==> src/rtl/fan_pkg.sv <==
// Shared constants, states and timer presets for the fan speed sequencer.
// Imported by the sequencer top.
package fan_pkg;

    localparam logic [1:0] SPD_OFF  = 2'd0;
    localparam logic [1:0] SPD_LOW  = 2'd1;
    localparam logic [1:0] SPD_MID  = 2'd2;
    localparam logic [1:0] SPD_HIGH = 2'd3;

    typedef enum logic [1:0] {
        ST_OFF,
        ST_RAMP,
        ST_RUN
    } fan_state_t;

    typedef enum logic [1:0] {
        TMR_NONE,
        TMR_1,
        TMR_3,
        TMR_5
    } tmr_sel_t;

    localparam int unsigned TMR_UNITS_1   = 1;
    localparam int unsigned TMR_UNITS_3   = 3;
    localparam int unsigned TMR_UNITS_5   = 5;
    localparam int unsigned TMR_UNITS_MAX = TMR_UNITS_5;

    // Target cycling wraps high back to low, never to off.
    function automatic logic [1:0] spd_next(input logic [1:0] s);
        return (s == SPD_HIGH) ? SPD_LOW : s + 2'd1;
    endfunction

    function automatic tmr_sel_t tmr_next(input tmr_sel_t s);
        tmr_sel_t r;
        unique case (s)
            TMR_NONE: r = TMR_1;
            TMR_1:    r = TMR_3;
            TMR_3:    r = TMR_5;
            TMR_5:    r = TMR_NONE;
        endcase
        return r;
    endfunction

    function automatic int unsigned tmr_units(input tmr_sel_t s);
        int unsigned u;
        unique case (s)
            TMR_NONE: u = 0;
            TMR_1:    u = TMR_UNITS_1;
            TMR_3:    u = TMR_UNITS_3;
            TMR_5:    u = TMR_UNITS_5;
        endcase
        return u;
    endfunction

endpackage

==> src/rtl/fan_speed_sequencer_tick_gen.sv <==
// Free-running ms prescaler: o_tick_1ms strobes for one cycle as it wraps.
// Ports: sysclk, i_rst (sync, active-high), o_tick_1ms.
module fan_tick_gen #(
    parameter int unsigned TICK_DIV = 100_000
) (
    input  logic sysclk,
    input  logic i_rst,
    output logic o_tick_1ms
);

    localparam int unsigned CW = (TICK_DIV > 1) ? $clog2(TICK_DIV) : 1;
    localparam logic [CW-1:0] CNT_MAX = CW'(TICK_DIV - 1);

    logic [CW-1:0] cnt;

    always_ff @(posedge sysclk) begin
        if (i_rst)
            cnt <= '0;
        else if (cnt == CNT_MAX)
            cnt <= '0;
        else
            cnt <= cnt + CW'(1);
    end

    assign o_tick_1ms = (cnt == CNT_MAX);

endmodule

==> src/rtl/fan_speed_sequencer.sv <==
// Button-driven fan speed sequencer: soft-start ramp up, instant decrease,
// auto-off timer. Ports: sysclk, i_rst, i_btn_speed/off/timer pulses in;
// o_FANspeed, o_target, o_ramping, o_timer_on, o_timer_sec out.
module fan_speed_sequencer
    import fan_pkg::*;
#(
    parameter int unsigned TICK_DIV     = 100_000,
    parameter int unsigned RAMP_MS      = 500,
    parameter int unsigned MS_PER_S     = 1000,
    parameter int unsigned TIMER_UNIT_S = 60
) (
    input  logic       sysclk,
    input  logic       i_rst,
    input  logic       i_btn_speed,
    input  logic       i_btn_off,
    input  logic       i_btn_timer,
    output logic [1:0] o_FANspeed,
    output logic [1:0] o_target,
    output logic       o_ramping,
    output logic       o_timer_on,
    output logic [8:0] o_timer_sec
);

    if (TMR_UNITS_MAX * TIMER_UNIT_S > 511) begin : g_chk_sec
        $error("largest timer preset does not fit in 9 bits");
    end
    if (RAMP_MS < 1 || MS_PER_S < 1 || TIMER_UNIT_S < 1) begin : g_chk_par
        $error("RAMP_MS, MS_PER_S and TIMER_UNIT_S must be >= 1");
    end

    localparam int unsigned DW = (RAMP_MS > 1) ? $clog2(RAMP_MS) : 1;
    localparam int unsigned PW = (MS_PER_S > 1) ? $clog2(MS_PER_S) : 1;
    localparam logic [DW-1:0] DWELL_MAX = DW'(RAMP_MS - 1);
    localparam logic [PW-1:0] SPRE_MAX  = PW'(MS_PER_S - 1);

    function automatic logic [8:0] preset_sec(input tmr_sel_t s);
        return 9'(tmr_units(s) * TIMER_UNIT_S);
    endfunction

    logic tick;

    fan_tick_gen #(
        .TICK_DIV (TICK_DIV)
    ) u_tick (
        .sysclk     (sysclk),
        .i_rst      (i_rst),
        .o_tick_1ms (tick)
    );

    fan_state_t    state,  state_n;
    logic [1:0]    target, target_n;
    logic [1:0]    speed,  speed_n;
    logic [DW-1:0] dwell,  dwell_n;
    tmr_sel_t      tsel,   tsel_n;
    logic [8:0]    tsec,   tsec_n;
    logic [PW-1:0] spre,   spre_n;
    logic [1:0]    nxt_tgt;
    logic          expire;

    always_ff @(posedge sysclk) begin
        if (i_rst) begin
            state  <= ST_OFF;
            target <= SPD_OFF;
            speed  <= SPD_OFF;
            dwell  <= '0;
            tsel   <= TMR_NONE;
            tsec   <= '0;
            spre   <= '0;
        end else begin
            state  <= state_n;
            target <= target_n;
            speed  <= speed_n;
            dwell  <= dwell_n;
            tsel   <= tsel_n;
            tsec   <= tsec_n;
            spre   <= spre_n;
        end
    end

    always_comb begin
        state_n  = state;
        target_n = target;
        speed_n  = speed;
        dwell_n  = dwell;
        tsel_n   = tsel;
        tsec_n   = tsec;
        spre_n   = spre;
        nxt_tgt  = spd_next(target);
        expire   = 1'b0;

        unique case (state)
            ST_OFF: begin
                if (i_btn_speed) begin
                    target_n = SPD_LOW;
                    speed_n  = SPD_LOW;
                    dwell_n  = '0;
                    state_n  = ST_RAMP;
                end
            end
            ST_RAMP, ST_RUN: begin
                if (i_btn_speed) begin
                    target_n = nxt_tgt;
                    dwell_n  = '0;
                    if (nxt_tgt > speed) begin
                        state_n = ST_RAMP;
                        // Only a fresh ramp steps at once; a retarget
                        // mid-ramp just restarts the dwell.
                        if (state == ST_RUN)
                            speed_n = speed + 2'd1;
                    end else begin
                        speed_n = nxt_tgt;
                        state_n = ST_RUN;
                    end
                end else if (state == ST_RAMP) begin
                    if (speed >= target) begin
                        state_n = ST_RUN;
                    end else if (tick) begin
                        if (dwell == DWELL_MAX) begin
                            speed_n = speed + 2'd1;
                            dwell_n = '0;
                        end else begin
                            dwell_n = dwell + DW'(1);
                        end
                    end
                end
            end
            default: state_n = ST_OFF;
        endcase

        // A speed press out of OFF counts as running for the timer.
        if (i_btn_timer && (state != ST_OFF || i_btn_speed)) begin
            tsel_n = tmr_next(tsel);
            tsec_n = preset_sec(tmr_next(tsel));
            spre_n = '0;
        end else if (tsel != TMR_NONE && tick && tsec != 9'd0) begin
            if (spre == SPRE_MAX) begin
                spre_n = '0;
                tsec_n = tsec - 9'd1;
                expire = (tsec == 9'd1);
            end else begin
                spre_n = spre + PW'(1);
            end
        end

        if (i_btn_off || expire) begin
            state_n  = ST_OFF;
            target_n = SPD_OFF;
            speed_n  = SPD_OFF;
            dwell_n  = '0;
            tsel_n   = TMR_NONE;
            tsec_n   = '0;
            spre_n   = '0;
        end
    end

    assign o_FANspeed  = speed;
    assign o_target    = target;
    assign o_ramping   = (speed < target);
    assign o_timer_on  = (tsel != TMR_NONE);
    assign o_timer_sec = tsec;

endmodule

==> config.mk <==
export PLATFORM = sky130hd
export DESIGN_NAME = fan_speed_sequencer
export DESIGN_NICKNAME = d
export VERILOG_FILES = /design/src/rtl/fan_pkg.sv /design/src/rtl/fan_speed_sequencer_tick_gen.sv /design/src/rtl/fan_speed_sequencer.sv
export SDC_FILE = /design/constraint.sdc
export NUM_CORES = 1
export LEC_CHECK = 0
export BUFFER_PORTS_ARGS = -buffer_cell sky130_fd_sc_hd__clkbuf_2
export CAP_MARGIN = 40
export CORE_ASPECT_RATIO = 0.5
export CORE_MARGIN = 5
export CORE_UTILIZATION = 58
export CTS_CLUSTER_SIZE = 28
export DETAILED_ROUTE_END_ITERATION = 8
export GPL_ROUTABILITY_DRIVEN = 0
export PLACE_DENSITY = 0.77
export SETUP_SLACK_MARGIN = 0.15
export SYNTH_ARGS = -nofsm -noshare
export SYNTH_HDL_FRONTEND = slang
export SYNTH_SLANG_ARGS = --single-unit
==> constraint.sdc <==
create_clock -name sysclk -period 3.2 [get_ports sysclk]
set_input_delay 0.32 -clock sysclk [delete_from_list [all_inputs] [get_ports sysclk]]
set_output_delay 0.32 -clock sysclk [all_outputs]
set_load 0.005 [all_outputs]
After elaboration in Yosys (flattened, before gate mapping)
Index checks and enable logic that the tools add are counted.

Bits in registers: 53. Latch bits: 0. Bits in writable memories: 0. ROM bits: 0. Bits of input ports: 5. Output and inout port bits: 15. Logic and storage cells: 99. Memories: 0.

$add $sub $neg: 6. Multiply operators: 1. Divide/modulo/power cells: 0. Magnitude comparators: 3. Equality and inequality tests: 21. Shift-type cells: 0. Mux-type cells: 35. Bitwise gates (word level): 0. Reductions and logical operators: 24.

Operator list (count): $pmux 32 s4 (1); $mux 9 (9); $mul 32x4->7 const B (1); $mux 32 (1); $mux 2 (15); $pmux 9 s2 (1); $add 17x1->17 const B (1); $eq 17x17->1 const B (1); $ne 3x3->1 const B (5); $eq 2x2->1 const B (6); $pmux 2 s2 (3); $add 10x1->10 const B (1); $eq 10x10->1 const B (1); $mux 10 (1); $reduce_bool 2->1 (5); $add 9x1->9 const B (1); $eq 9x1->1 const B (1); $eq 9x9->1 const B (1); $reduce_bool 9->1 (1); $sub 9x1->9 const B (1); $pmux 2 s4 (1); $reduce_and 7->1 (1); $eq 2x1->1 const B (3); $logic_not 2->1 (3); other kinds (14) (25).

Depth between registers and ports, before layout
Word-level depth: 9. Mapped depth: 10. Depth with buffers taken out: 10.

Cells and area by module
A second synthesis with hierarchy kept.

Cell total of the unflattened synthesis: 361. Area, all modules: 3060.4 um2.

Modules (own cells, without submodules): fan_speed_sequencer (times used 1, cells each 275, area an instance 2298.5 um2, seq. area each 720.7 um2); fan_tick_gen (times used 1, cells each 86, area an instance 762.0 um2, seq. area each 340.3 um2).

Worst setup path before layout
Ideal clock, no wire load.

Path kind: reg2reg. Start point: register speed[0] (netlist: o_FANspeed[0]). End point: register dwell[7]. Setup time: 0.071 ns. Arrival: 2.373 ns. Required time: 3.129 ns. Setup slack: 0.756 ns. Stages on the path, launching flop included: 10. Path buffers: 1. Clock period less this slack: 2.444 ns. Cell sequence: dfxtp_1 inv_1 ha_1 nand2b_1 a21oi_1 a41oi_1 or2_0 buf_2 or4_1 a21oi_1.

Cells in the longest elaborated chain, start to end: 3.

Ends and longest elaborated chain: from (decl) (RTL line fan_speed_sequencer.sv:52) `logic [1:0] speed, speed_n;`; from (signal assigned) (RTL line fan_speed_sequencer.sv:72) `speed <= speed_n;`; $ge 2x2->1 (RTL line fan_speed_sequencer.sv:115) `if (speed >= target) begin`; $ne 3x3->1 (no line); $reduce_and 5->1 (no line); to (signal assigned) (RTL line fan_speed_sequencer.sv:73) `dwell <= dwell_n;`; to (decl) (RTL line fan_speed_sequencer.sv:53) `logic [DW-1:0] dwell, dwell_n;`.

No other way between the ends. A chain may end at the register's enable or synchronous reset.

Worst setup path after layout
Same ends and word-level chain as after synthesis.

==> results.sh <==
export IMPL_synth_cell_types=50
export IMPL_synth_seq_cells=53
export IMPL_status="completed"
export IMPL_drt_iter0_markers=124
export IMPL_synthCells=336
export IMPL_leakage_nw=1.17
export IMPL_synthMuxAreaShare_pct=1.38
export IMPL_netlist_top_cells_area="dfxtp_1 37%, ha_1 9.5%, nor2_1 6.6%"
export IMPL_drive_gt1_share_pct=10.4
export IMPL_cts_tree="built"
export IMPL_gr_total_overflow=0
export IMPL_path_clk_slew_ps=90
export IMPL_start_util_pct=59.3
export IMPL_synth_fa_ha_area_share_pct=9.50
export IMPL_grt_usage_pct=18.6
export IMPL_ir_drop_v=0.000192
export IMPL_fillers=422
export IMPL_cts_resized=0
export IMPL_rsz0062_at_grt="no"
export IMPL_ant_nets=0
export IMPL_grt_pass1_wl_mm=9.53
export IMPL_cts_setup_buffers=0
export IMPL_skew_ps=8.69
export IMPL_antenna_cells=0
export IMPL_io_pins=20
export IMPL_drtPass1Iterations=4
export IMPL_synth_edf_count=0
export IMPL_wl_per_cell_um=13.3
export IMPL_rows=18
export IMPL_netlist_area_leader_share_pct=36.6
export IMPL_power_density_nw_per_um2=372
export IMPL_worstPathMaxFanout=8
export IMPL_die_x_um=110
export IMPL_critPathKind="reg -> reg"
export IMPL_wl_mm=5.63
export IMPL_cts_root_buf="clkbuf_8"
export IMPL_synth_warnings=0
export IMPL_areaGrowthSynthToFinish_pct=7.86
export IMPL_holdBufCountCts=0
export IMPL_drv_cap=0
export IMPL_cp_end_kind="flip-flop"
export IMPL_dieArea_sq_um=6600
export IMPL_slew_headroom_pct=53.3
export IMPL_finalMaxSlewViolations=0
export IMPL_async_reset_ff_share_pct=0
export IMPL_period_needed_ps=2790
export IMPL_yosys_area_share_simple_pct=25.6
export IMPL_worst_slew_pin_slew_ps=692
export IMPL_final_util_pct=64.0
export IMPL_multiInputGateArea_sq_um=1720
export IMPL_port_buffers=19
export IMPL_startpoint_type="flip-flop"
export IMPL_grt_pass1_vias=2139
export IMPL_fin_hold_ws_ps=276
export IMPL_syn_area_sq_um=2900
export IMPL_avgSynthCellArea_sq_um=8.62
export IMPL_cp_required_ps=3440
export IMPL_numCtsBuffers=5
export IMPL_setup_viol=0
export IMPL_antenna_found_initial=0
export IMPL_finalSetupTns_ps=0
export IMPL_route_detailed_drc=0
export IMPL_synth_top_family_by_area="simple AND/OR/NAND/NOR gates"
export IMPL_hp_class="in -> reg"
export IMPL_grt_max_degree=20
export IMPL_clk_latency_ps=310
export IMPL_synth_commonest_cells="53 x dfxtp_1, 51 x nor2_1, 22 x ha_1"
export IMPL_clock_sinks=53
export IMPL_core_area_sq_um=4890
export IMPL_via_per_inst=5.53
export IMPL_fin_nets=381
export IMPL_critical_path_arrival_ps=3030
export IMPL_synth_compound_area_share_pct=12.5
export IMPL_die_h_um=60.0
export IMPL_fmax_ghz=0.359
export IMPL_period_share_pct=87.1
export IMPL_post_synth_top_count_cell="dfxtp_1"
export IMPL_synth_area_leader_cell="dfxtp_1"
export IMPL_synthXorXnorAreaFrac_pct=10.3
export IMPL_seq_area_sq_um=1060
export IMPL_hpwl_mm=4.19
export IMPL_seq_area_frac_synth_pct=36.6
export IMPL_htree_levels=2
export IMPL_ctsLongestPathBuffers=2
export IMPL_yosys_most_used_dff="dfxtp_1"
export IMPL_synth_nets=363
export IMPL_final_hold_violation_count=0
export IMPL_via_count=2351
flip-flops by register name, summed over array words and instances, names as in the netlist:
register     flops
tsel             2
o_timer_sec      9
spre            10
u_tick.cnt      17
o_FANspeed       2
state            2
o_target         2
dwell            9
critical path: stages, from the launching register on:
cell	delay (ps)
dfxtp_1	460
inv_1	80
ha_1	290
nand2b_1	140
a21oi_1	300
a41oi_1	380
or2_0	430
or4_1	510
a21oi_1	150
final timing paths:
kind / startpoint / endpoint / slack, ps / cells past startpoint
setup / recovery: o_FANspeed[0] / dwell[7] / 410 / 8
hold / removal: i_rst / u_tick.cnt[2] / 280 / 2
setup reg to reg: o_FANspeed[0] / dwell[7] / 410 / 8
hold reg to reg: u_tick.cnt[0] / u_tick.cnt[0] / 450 / 1
per-layer routing:
layer  vias to the layer above  share of wire [%]  track usage [%]
met3                         8                3.7             4.31
met1                      1089                 51             24.0
met2                        40                 44             30.1
li1                       1214                  -                -
met4                         0                1.5             7.82
met5                         -                  0                0
layout make-up:
type,count,area share [%]
Multi-Input combinational cell,254,54.9
Sequential cell,53,33.9
Clock buffer,6,2.32
Clock inverter,2,0.320
Tap cell,70,2.80
Timing Repair Buffer,20,3.28
Inverter,20,2.40
placed cells by master, fill, tap and decap left out, types with 4 or more instances in the layout:
master / instances
dfxtp_1: 53
nor2_1: 51
ha_1: 22
inv_1: 20
nand2_1: 19
clkbuf_2: 19
a21oi_1: 17
xnor2_1: 17
xor2_1: 17
nand3_1: 14
nand4_1: 12
o21ai_0: 9
nor3_1: 6
nor4_1: 5
and3_1: 5
or3_1: 5
a211oi_1: 5
clkbuf_8: 5
o21a_1: 4
nand4b_1: 4
mux2i_1: 4
through the flow:
stage / setup WS [ps] / power, mW / area [sq um] / instances
after global placement: 589 / 0.805 / 3040 / 417
after detailed placement: 441 / 0.811 / 3040 / 417
after floorplan: 756 / 0.779 / 2900 / 336
final: 413 / 1.16 / 3130 / 425
after global routing: 187 / 1.21 / 3130 / 425
after CTS: 428 / 1.17 / 3130 / 425
cells by family after synthesis:
| kind of cell | count (synthesis) |
|---|---|
| AO/OA/AOI/OAI | 52 |
| XOR/XNOR | 34 |
| adder cells (fa/ha/maj) | 22 |
| buffers and inverters | 29 |
| flip-flops | 53 |
| multiplexers | 4 |
| AND/OR/NAND/NOR | 142 |
power by group:
part | switching [mW] | internal (mW) | total [mW]
Clock | 0.214 | 0.152 | 0.366
Sequential | 0.0123 | 0.669 | 0.681
Combinational | 0.0706 | 0.0443 | 0.115
Total | 0.297 | 0.866 | 1.16
Power figures use the tool's default switching activity.
